[config.mk]
export PLATFORM = sky130hd
export DESIGN_NAME = cd_sector_streamer
export DESIGN_NICKNAME = d
export VERILOG_FILES = /design/src/rtl/cd_sector_streamer.sv
export SDC_FILE = /design/constraint.sdc
export NUM_CORES = 1
export LEC_CHECK = 0
export ABC_AREA = 1
export BUFFER_PORTS_ARGS = -buffer_cell sky130_fd_sc_hd__buf_2
export CAP_MARGIN = 5
export CORE_MARGIN = 2
export CORE_UTILIZATION = 23
export CTS_BUF_LIST = sky130_fd_sc_hd__clkbuf_4 sky130_fd_sc_hd__clkbuf_8
export DETAILED_ROUTE_END_ITERATION = 12
export HOLD_SLACK_MARGIN = 0.03
export PLACE_DENSITY = 0.44
export SLEW_MARGIN = 10
export SYNTH_ARGS = -nofsm -noshare
export SYNTH_HDL_FRONTEND = slang
export SYNTH_SLANG_ARGS = --single-unit
[constraint.sdc]
create_clock -name clk30 -period 8.8 [get_ports clk30]
set_input_delay 0.44 -clock clk30 [delete_from_list [all_inputs] [get_ports clk30]]
set_output_delay 0.44 -clock clk30 [all_outputs]
set_load 0.02 [all_outputs]
[src/rtl/cd_sector_streamer.sv]
// cd_sector_streamer
//   Turns a CD sector request (LBA + request edge) into an HPS block read,
//   buffers the incoming 16-bit words in a small show-ahead FIFO, and replays
//   exactly SECTOR_WORDS paced word strobes toward the CDIC. Missing words are
//   padded with 0x0000; with no image mounted an all-zero sector is produced.
//
// Ports
//   clk30, reset                : system clock, async active-high reset
//   cd_hps_lba, cd_hps_req      : sector request (LBA captured on req rising edge)
//   cd_img_mounted              : image present
//   cd_hps_ack                  : one-cycle pulse when sector delivery starts
//   cd_hps_data_valid/_data     : paced output word strobe and word
//   hps_lba, hps_rd             : block read request toward HPS
//   hps_ack, hps_wr, hps_din    : HPS transfer window, word strobe, word
//   busy                        : state machine not idle
//   err_overflow/short/timeout  : sticky error flags
//
// state | meaning
// ------+--------------------------------------------------------------
// IDLE  | waiting for a request edge or a pending request
// REQ   | hps_rd raised, waiting for hps_ack (with timeout)
// XFER  | HPS words arriving into the FIFO, output already streaming
// DRAIN | HPS finished; flush FIFO then pad with zeros to a full sector
// ZERO  | no image or timeout: emit a sector of zeros
module cd_sector_streamer #(
  parameter int SECTOR_WORDS = 1176,
  parameter int FIFO_DEPTH   = 64,
  parameter int PACE         = 2,
  parameter int ACK_TIMEOUT  = 65535
) (
  input  logic        clk30,
  input  logic        reset,
  input  logic [31:0] cd_hps_lba,
  input  logic        cd_hps_req,
  input  logic        cd_img_mounted,
  output logic        cd_hps_ack,
  output logic        cd_hps_data_valid,
  output logic [15:0] cd_hps_data,
  output logic [31:0] hps_lba,
  output logic        hps_rd,
  input  logic        hps_ack,
  input  logic        hps_wr,
  input  logic [15:0] hps_din,
  output logic        busy,
  output logic        err_overflow,
  output logic        err_short,
  output logic        err_timeout
);

  localparam int AW = $clog2(FIFO_DEPTH);
  localparam int PW = (PACE > 1) ? $clog2(PACE) : 1;
  localparam int TW = (ACK_TIMEOUT > 1) ? $clog2(ACK_TIMEOUT + 1) : 1;
  localparam logic [10:0] SW = 11'(SECTOR_WORDS);

  typedef enum logic [2:0] {S_IDLE, S_REQ, S_XFER, S_DRAIN, S_ZERO} state_t;
  state_t state, state_nxt;

  logic          req_d, req_edge;
  logic [31:0]   req_lba;
  logic          pend_valid;
  logic [31:0]   pend_lba;
  logic [TW-1:0] tmo_cnt;
  logic [PW-1:0] pace_cnt;
  logic [10:0]   in_cnt, out_cnt;
  logic [15:0]   mem [FIFO_DEPTH];
  logic [AW:0]   wr_ptr, rd_ptr;
  logic          fifo_empty, fifo_full;

  logic start, ack_ok, tmo_hit, short_set, word_avail, strobe;
  logic push_req, push, pop, drop;
  logic [31:0] start_lba;

  assign fifo_empty = (wr_ptr == rd_ptr);
  assign fifo_full  = (wr_ptr[AW] != rd_ptr[AW]) && (wr_ptr[AW-1:0] == rd_ptr[AW-1:0]);
  assign start_lba  = req_edge ? req_lba : pend_lba;

  always_comb begin
    state_nxt  = state;
    start      = 1'b0;
    ack_ok     = 1'b0;
    tmo_hit    = 1'b0;
    short_set  = 1'b0;
    word_avail = 1'b0;
    case (state)
      S_IDLE: begin
        if (req_edge || pend_valid) begin
          start     = 1'b1;
          state_nxt = cd_img_mounted ? S_REQ : S_ZERO;
        end
      end
      S_REQ: begin
        if (hps_ack) begin
          ack_ok    = 1'b1;
          state_nxt = S_XFER;
        end else if (tmo_cnt == '0) begin
          tmo_hit   = 1'b1;
          state_nxt = S_ZERO;
        end
      end
      S_XFER: begin
        word_avail = !fifo_empty;
        if (!hps_ack) begin
          state_nxt = S_DRAIN;
          short_set = (in_cnt < SW);
        end
      end
      S_DRAIN: begin
        word_avail = 1'b1;
        if (out_cnt == SW) state_nxt = S_IDLE;
      end
      S_ZERO: begin
        word_avail = 1'b1;
        if (out_cnt == SW) state_nxt = S_IDLE;
      end
      default: state_nxt = S_IDLE;
    endcase
    strobe = word_avail && (pace_cnt == '0) && (out_cnt < SW);
    // Leave on the final strobe itself so busy drops the very next cycle.
    if (strobe && (out_cnt == SW - 11'd1) && (state == S_DRAIN || state == S_ZERO))
      state_nxt = S_IDLE;
  end

  // Pop frees a slot in the same cycle, so a push on a full FIFO still lands.
  assign pop      = strobe && !fifo_empty;
  assign push_req = (state == S_XFER) && hps_ack && hps_wr && (in_cnt < SW);
  assign push     = push_req && (!fifo_full || pop);
  assign drop     = push_req && fifo_full && !pop;

  assign cd_hps_data_valid = strobe;
  assign cd_hps_data       = pop ? mem[rd_ptr[AW-1:0]] : 16'h0000;
  assign busy              = (state != S_IDLE);

  always_ff @(posedge clk30 or posedge reset) begin
    if (reset) begin
      state        <= S_IDLE;
      req_d        <= 1'b0;
      req_edge     <= 1'b0;
      req_lba      <= '0;
      pend_valid   <= 1'b0;
      pend_lba     <= '0;
      tmo_cnt      <= '0;
      pace_cnt     <= '0;
      in_cnt       <= '0;
      out_cnt      <= '0;
      wr_ptr       <= '0;
      rd_ptr       <= '0;
      hps_lba      <= '0;
      hps_rd       <= 1'b0;
      cd_hps_ack   <= 1'b0;
      err_overflow <= 1'b0;
      err_short    <= 1'b0;
      err_timeout  <= 1'b0;
    end else begin
      state    <= state_nxt;
      req_d    <= cd_hps_req;
      req_edge <= cd_hps_req && !req_d;
      if (cd_hps_req && !req_d) req_lba <= cd_hps_lba;

      if (req_edge && state != S_IDLE) begin
        pend_valid <= 1'b1;
        pend_lba   <= req_lba;
      end else if (start) begin
        pend_valid <= 1'b0;
      end

      if (start && cd_img_mounted) begin
        hps_lba <= start_lba;
        hps_rd  <= 1'b1;
      end else if (ack_ok || tmo_hit) begin
        hps_rd  <= 1'b0;
      end
      cd_hps_ack <= ack_ok || tmo_hit || (start && !cd_img_mounted);

      if (start) tmo_cnt <= TW'(ACK_TIMEOUT - 1);
      else if (state == S_REQ && tmo_cnt != '0) tmo_cnt <= tmo_cnt - 1'b1;

      // Entering ZERO holds off one cycle so the first zero word follows the ack pulse.
      if ((start && !cd_img_mounted) || tmo_hit) pace_cnt <= PW'(1);
      else if (start || ack_ok)                  pace_cnt <= '0;
      else if (strobe)                           pace_cnt <= PW'(PACE - 1);
      else if (pace_cnt != '0)                   pace_cnt <= pace_cnt - 1'b1;

      if (start || ack_ok) begin
        in_cnt  <= '0;
        out_cnt <= '0;
        wr_ptr  <= '0;
        rd_ptr  <= '0;
      end else begin
        if (push_req) in_cnt  <= in_cnt + 11'd1;
        if (strobe)   out_cnt <= out_cnt + 11'd1;
        if (push)     wr_ptr  <= wr_ptr + 1'b1;
        if (pop)      rd_ptr  <= rd_ptr + 1'b1;
      end

      if (drop)      err_overflow <= 1'b1;
      if (short_set) err_short    <= 1'b1;
      if (tmo_hit)   err_timeout  <= 1'b1;
    end
  end

  always_ff @(posedge clk30) begin
    if (push) mem[wr_ptr[AW-1:0]] <= hps_din;
  end

endmodule

# --- Yosys cells after proc, flatten, opt, wreduce, memory -nomap -nowiden ---
# Memories as Yosys holds them, arrays and structs flattened.
# Index checks and enable logic that the tools add are counted.
op_classes:
  n_eq_ne: 13
  n_reduce_logical: 42
  n_addsub: 6
  n_bitwise: 1
  muxes: 40
  n_lt_le_gt_ge: 2
ops:
  columns: ["operator", "count"]
  rows:
  - ["$mux 16", 3]
  - ["$mux 11", 4]
  - ["$mux 32", 1]
  - ["$mux 7", 4]
  - ["$add 11x1->11 const B", 2]
  - ["$eq 11x11->1 const B", 2]
  - ["$lt 11x11->1 const B", 2]
  - ["$mux 3", 7]
  - ["$mux 1", 19]
  - ["$logic_and 1x1->1", 17]
  - ["$logic_not 16->1", 1]
  - ["$reduce_bool 16->1", 1]
  - ["$sub 16x1->16 const B", 1]
  - ["$add 7x1->7 const B", 2]
  - ["$reduce_bool 2->1", 7]
  - ["$pmux 3 s4", 1]
  - ["$eq 7x7->1", 1]
  - ["$logic_or 1x1->1", 7]
  - ["$eq 3x2->1 const B", 2]
  - ["$eq 6x6->1", 1]
  - ["$ne 3x3->1 const B", 2]
  - ["$logic_not 1->1", 5]
  - ["$ne 4x4->1 const B", 1]
  - ["$reduce_and 4->1", 1]
  - ["other kinds (10)", 10]
totals:
  out_inout_bits: 55
  mem_count: 1
  mem_bits_rw: 1024
  elab_cells: 123
  inputBits: 54
  reg_bits: 160
memory_table:
  columns: ["name", "depth", "width", "read_ports", "rd_ports_with_merged_regs", "wr", "line_no", "text"]
  rows:
  - ["mem", 64, 16, 1, 0, 1, "65", "logic [15:0] mem [FIFO_DEPTH];"]

# --- Depth between registers and ports, before layout ---
depth:
  depth_word: 10
  mapped_depth: 14
  depth_no_buf: 13

# --- Worst setup path before layout ---
# OpenSTA, ideal clock, no wires.
synth_timing:
  path_type: "reg2reg"
  startpoint: "register state[1]"
  endpoint: "memory mem[15][0], enable pin"
  t_required_ps: 8391
  path_stages_with_launch: 8
  setup_time_ps: 409
  synth_period_minus_slack_ps: 2948
  arrival_time_ps: 2539
  setup_slack_ps: 5852
  path_buffers: 0
  cell_sequence: "dfrtp_1 inv_2 nand2_1 a21oi_1 o211ai_4 nand2_4 nand4_1 nor3_1"
synth_between:
  elab_chain_cells: 10
  elab_cells_between_ends: 15
  cone_classes: "eq/ne (3); mux (3); reduce/logical (9)"
synth_lines:
  columns: ["item", "line_no", "text"]
  rows:
  - ["start: declaration", "56", "state_t state, state_nxt;"]
  - ["start signal: assignment", "154", "state <= state_nxt;"]
  - ["$eq 3x2->1 or $eq 3x3->1 (tied branches)", "84", "case (state)"]
  - ["$reduce_or 2->1 (no source line)", null, null]
  - ["$pmux 1 s2", "84", null]
  - ["$logic_and 1x1->1 (2 in a row)", "117", "strobe = word_avail && (pace_cnt == '0) && (out_cnt < SW);"]
  - ["$logic_and 1x1->1", "124", "assign pop = strobe && !fifo_empty;"]
  - ["$logic_or 1x1->1", "126", "assign push = push_req && (!fifo_full || pop);"]
  - ["$logic_and 1x1->1 (*)", "126", null]
  - ["$mux 1 (*)", "202", "if (push) mem[wr_ptr[AW-1:0]] <= hps_din;"]
  - ["$mux 1 (implied by the code) (*)", "202", null]
  - ["end: declaration", "65", null]
# Every way passes the cells marked *; elsewhere a longest branch is shown, timed or not.

# --- Final worst setup path ---
layout_timing:
  startpoint: "register rd_ptr[0]"
  endpoint: "output port cd_hps_data[4]"
layout_between:
  elab_chain_cells: 7
  elab_cells_between_ends: 8
  cone_classes: "eq/ne (1); mux (2); reduce/logical (4); memory (1)"
layout_lines:
  columns: ["item", "line_no", "text"]
  rows:
  - ["start: declaration", "66", "logic [AW:0] wr_ptr, rd_ptr;"]
  - ["start signal: assignment", "192", "if (pop) rd_ptr <= rd_ptr + 1'b1;"]
  - ["branches (longest 6 deep; another with $mem_v2 64x16)", null, null]
  - ["$mux 16 (*)", "130", "assign cd_hps_data = pop ? mem[rd_ptr[AW-1:0]] : 16'h0000;"]
  - ["end: declaration", "38", "output logic [15:0] cd_hps_data,"]
# Every way passes the cells marked *.

==> impl_metrics.yaml <==
yosys:
  synth_seq_area_share_pct: 72.0
  mappedNetlistNets: 4206
  synthTopCellsByArea: "edfxtp_1, nand2_1, dfrtp_1"
  ys_top_cells_by_count: "nand2_1, edfxtp_1, a21oi_1"
  synthDistinctLibCells: 37
  yosysMostFrequentCell: "nand2_1"
  synth_top_cell_by_area: "edfxtp_1"
  ys_seq_elements: 1184
  synth_area_um2: 48300
  synth_edf_count: 1024
  synthDominantCellAreaShare_pct: 63.7
  syn_area_per_cell_um2: 11.6
  yosysWarnings: 0
  synth_ff_type: "edfxtp_1"
  syn_inst: 4146
  ys_async_sr_fraction_pct: 13.5
timing:
  slew_viol_final: 0
  tightest_slew_ps: 1170
  rsz0062_at_grt: "false"
  setup_viol: 0
  fin_crit_sh_pct: 69.9
  max_freq_ghz: 0.163
  setup_tns_ps: 0
  finalHoldViolCount: 0
  period_needed_ps: 6150
  fin_skew_ps: 115
  max_slew_margin_pct: 21.7
  worst_slack_ps: 2650
clock_network:
  cts_setup_buffers: 0
  cts_max_level: 4
  clk_pin_slew_ps: 70
  max-clock-path-buffers: 3
  clock_sinks: 1184
  cts_tree: "built"
  cts_buffers: 200
  clock-root-buffer: "clkbuf_8"
  clkLatencyLatePin_ps: 980
  cts.repair.resized: 0
layout:
  final_layout_size_suffix_gt1_share_pct: 13.2
  fillers: 21800
  nets: 4406
  area_growth_pct: 17.4
  design_area_um2: 56700
route:
  wl_met1_mm: 68.4
  drt_wl_total_mm: 149
  drc: 0
  met3_wirelength_mm: 7.67
  vias: 32400
  drt_iter0_markers: 2695
  highest_layer: "met4"
  drtPass1Iterations: 5
  dr_wl_met2_mm: 68.9
  viasPerCell: 4.42
  avgRoutedWirePerCell_um: 20.3
  antenna_left: 0
outcome:
  outcome: "completed"
place:
  gp_congestion: 0.797
  placed_area_um2: 52100
  dp_hpwl_mm: 81.6
  portBuffers: 108
  place_ws_ps: 3590
grt:
  grt_pass1_wl_mm: 218
  grt_overflow: 0
  grt_max_degree: 197
  antenna_found_initial: 4
  grt_pass1_vias: 32000
  grt.total_usage_pct: 13.7
floorplan:
  die_width_um: 462
  start_util_pct: 23.1
  die_h_um: 462
  rows: 168
  core_um2: 209000
  dieArea_um2: 214000
  io_pins: 109
critical_path:
  cp.required_ps: 8360
  end_kind: "output port"
  crit_path_max_fanout: 183
  r2r-end: "mem[24][4]$_DFFE_PP_"
  cp.arrival_ps: 5710
  rrSetupSlack_ps: 4420
  start_kind: "flip-flop"
  critPathKind: "reg -> out"
  r2r_start: "rd_ptr[1]$_DFFE_PP0P_"
  r2r_cells: 11
power_and_ir_drop:
  ir_worst_vdd_v: 0.000147
  combinationalPowerShare_pct: 12.3
  pwr-share-seq_pct: 48.8
  p_switching_mw: 3.72
  switching_share_pct: 28.3
  pwr-share-clk_pct: 39.0
  internal_power_mw: 9.42
  power_density_nw_per_um2: 232
  finalPower_mw: 13.1
  p_leak_nw: 20.3
run:
  cap_violations: 0
worst_hold_path:
  worst_hold_path_type: "in -> async"
## worst max-delay path, stage by stage (launching register included)
cell	delay (ps)
dfrtp_4	680
buf_12	470
buf_12	610
nor2_1	100
o21ai_0	200
nand2_1	80
a21oi_1	140
o21ai_0	350
o21ai_0	860
nor2_1	250
nor2_1	310
buf_2	220
## cells in the final DEF, fill, tap and decap left out, drive strengths merged, types with 39 or more instances in the layout
cell type    instances
a22oi               80
nand2             1087
buf                208
o21ai              268
clkinv              70
inv                122
nand3              324
dfrtp              160
nor2               304
a21oi              372
dlygate4sd3         39
edfxtp            1024
clkbuf             286
## metal layers
metal,vias to the layer above,track usage (%)
met4,0,3.96
met2,866,22.0
met5,-,0
met3,211,2.46
met1,16200,18.8
li1,15100,-
## timing repair
action | 4_1_cts | 5_1_grt
setup endpoints to repair | 0 | 0
endpoints found under the hold margin | 118 | 0
hold buffers | 39 | 0
## registers in the layout, summed over array words and instances (netlist names), 3 cells and up
name / count
hps_lba: 32
in_cnt: 11
mem: 1024
out_cnt: 11
pend_lba: 32
rd_ptr: 7
req_lba: 32
state: 3
tmo_cnt: 16
wr_ptr: 7
## through the flow
stage | hold WS (ps) | utilization, % | cells
after floorplan | 448 | - | 4146
after global placement | 447 | 24.9 | 6910
after detailed placement | 451 | 24.9 | 6910
after CTS | 70.4 | 27.1 | 7315
after global routing | 93.2 | 27.1 | 7320
final | 107 | 27.1 | 7321
## power by group through the flow
| stage | registers, mW | clock network [mW] | logic, mW |
|---|---|---|---|
| after CTS | 6.41 | 5.26 | 1.63 |
| after global routing | 6.43 | 5.50 | 1.80 |
| after detailed placement | 6.52 | 0 | 1.62 |
| after floorplan | 6.58 | 0 | 0.926 |
| after global placement | 6.52 | 0 | 1.61 |
| final | 6.41 | 5.12 | 1.61 |
## cells by family after synthesis
family / count (synthesis) / synth area share, %
AO/OA/AOI/OAI: 803 / 9.27
buffers and inverters: 365 / 3.30
XOR/XNOR: 20 / 0.363
adder cells (fa/ha/maj): 6 / 0.156
flip-flops: 1184 / 72.0
AND/OR/NAND/NOR: 1768 / 14.9
## worst max path at each step
stage | from | end | slack, ps | cells past startpoint
2_1_floorplan | reset | cd_hps_ack$_DFF_PP0_ | 4040 | 1
3_3_place_gp | rd_ptr[0]$_DFFE_PP0P_ | cd_hps_data[4] | 3550 | 11
3_5_place_dp | rd_ptr[0]$_DFFE_PP0P_ | cd_hps_data[4] | 3590 | 11
4_1_cts | rd_ptr[0]$_DFFE_PP0P_ | cd_hps_data[4] | 2510 | 11
5_1_grt | rd_ptr[0]$_DFFE_PP0P_ | cd_hps_data[4] | 2320 | 11
6_report | rd_ptr[0]$_DFFE_PP0P_ | cd_hps_data[4] | 2650 | 11
## layout make-up
type / instances / area, um2 / share of cell area, %
Inverter: 116 / 455 / 0.804
Tap cell: 2805 / 3510 / 6.19
Antenna cell: 6 / 15.0 / 0.0265
Clock inverter: 80 / 692 / 1.22
Clock buffer: 286 / 3460 / 6.11
Multi-Input combinational cell: 2597 / 12000 / 21.2
Timing Repair Buffer: 247 / 1740 / 3.08
Sequential cell: 1184 / 34800 / 61.4
Note: power is estimated with default switching activity, not from simulation.
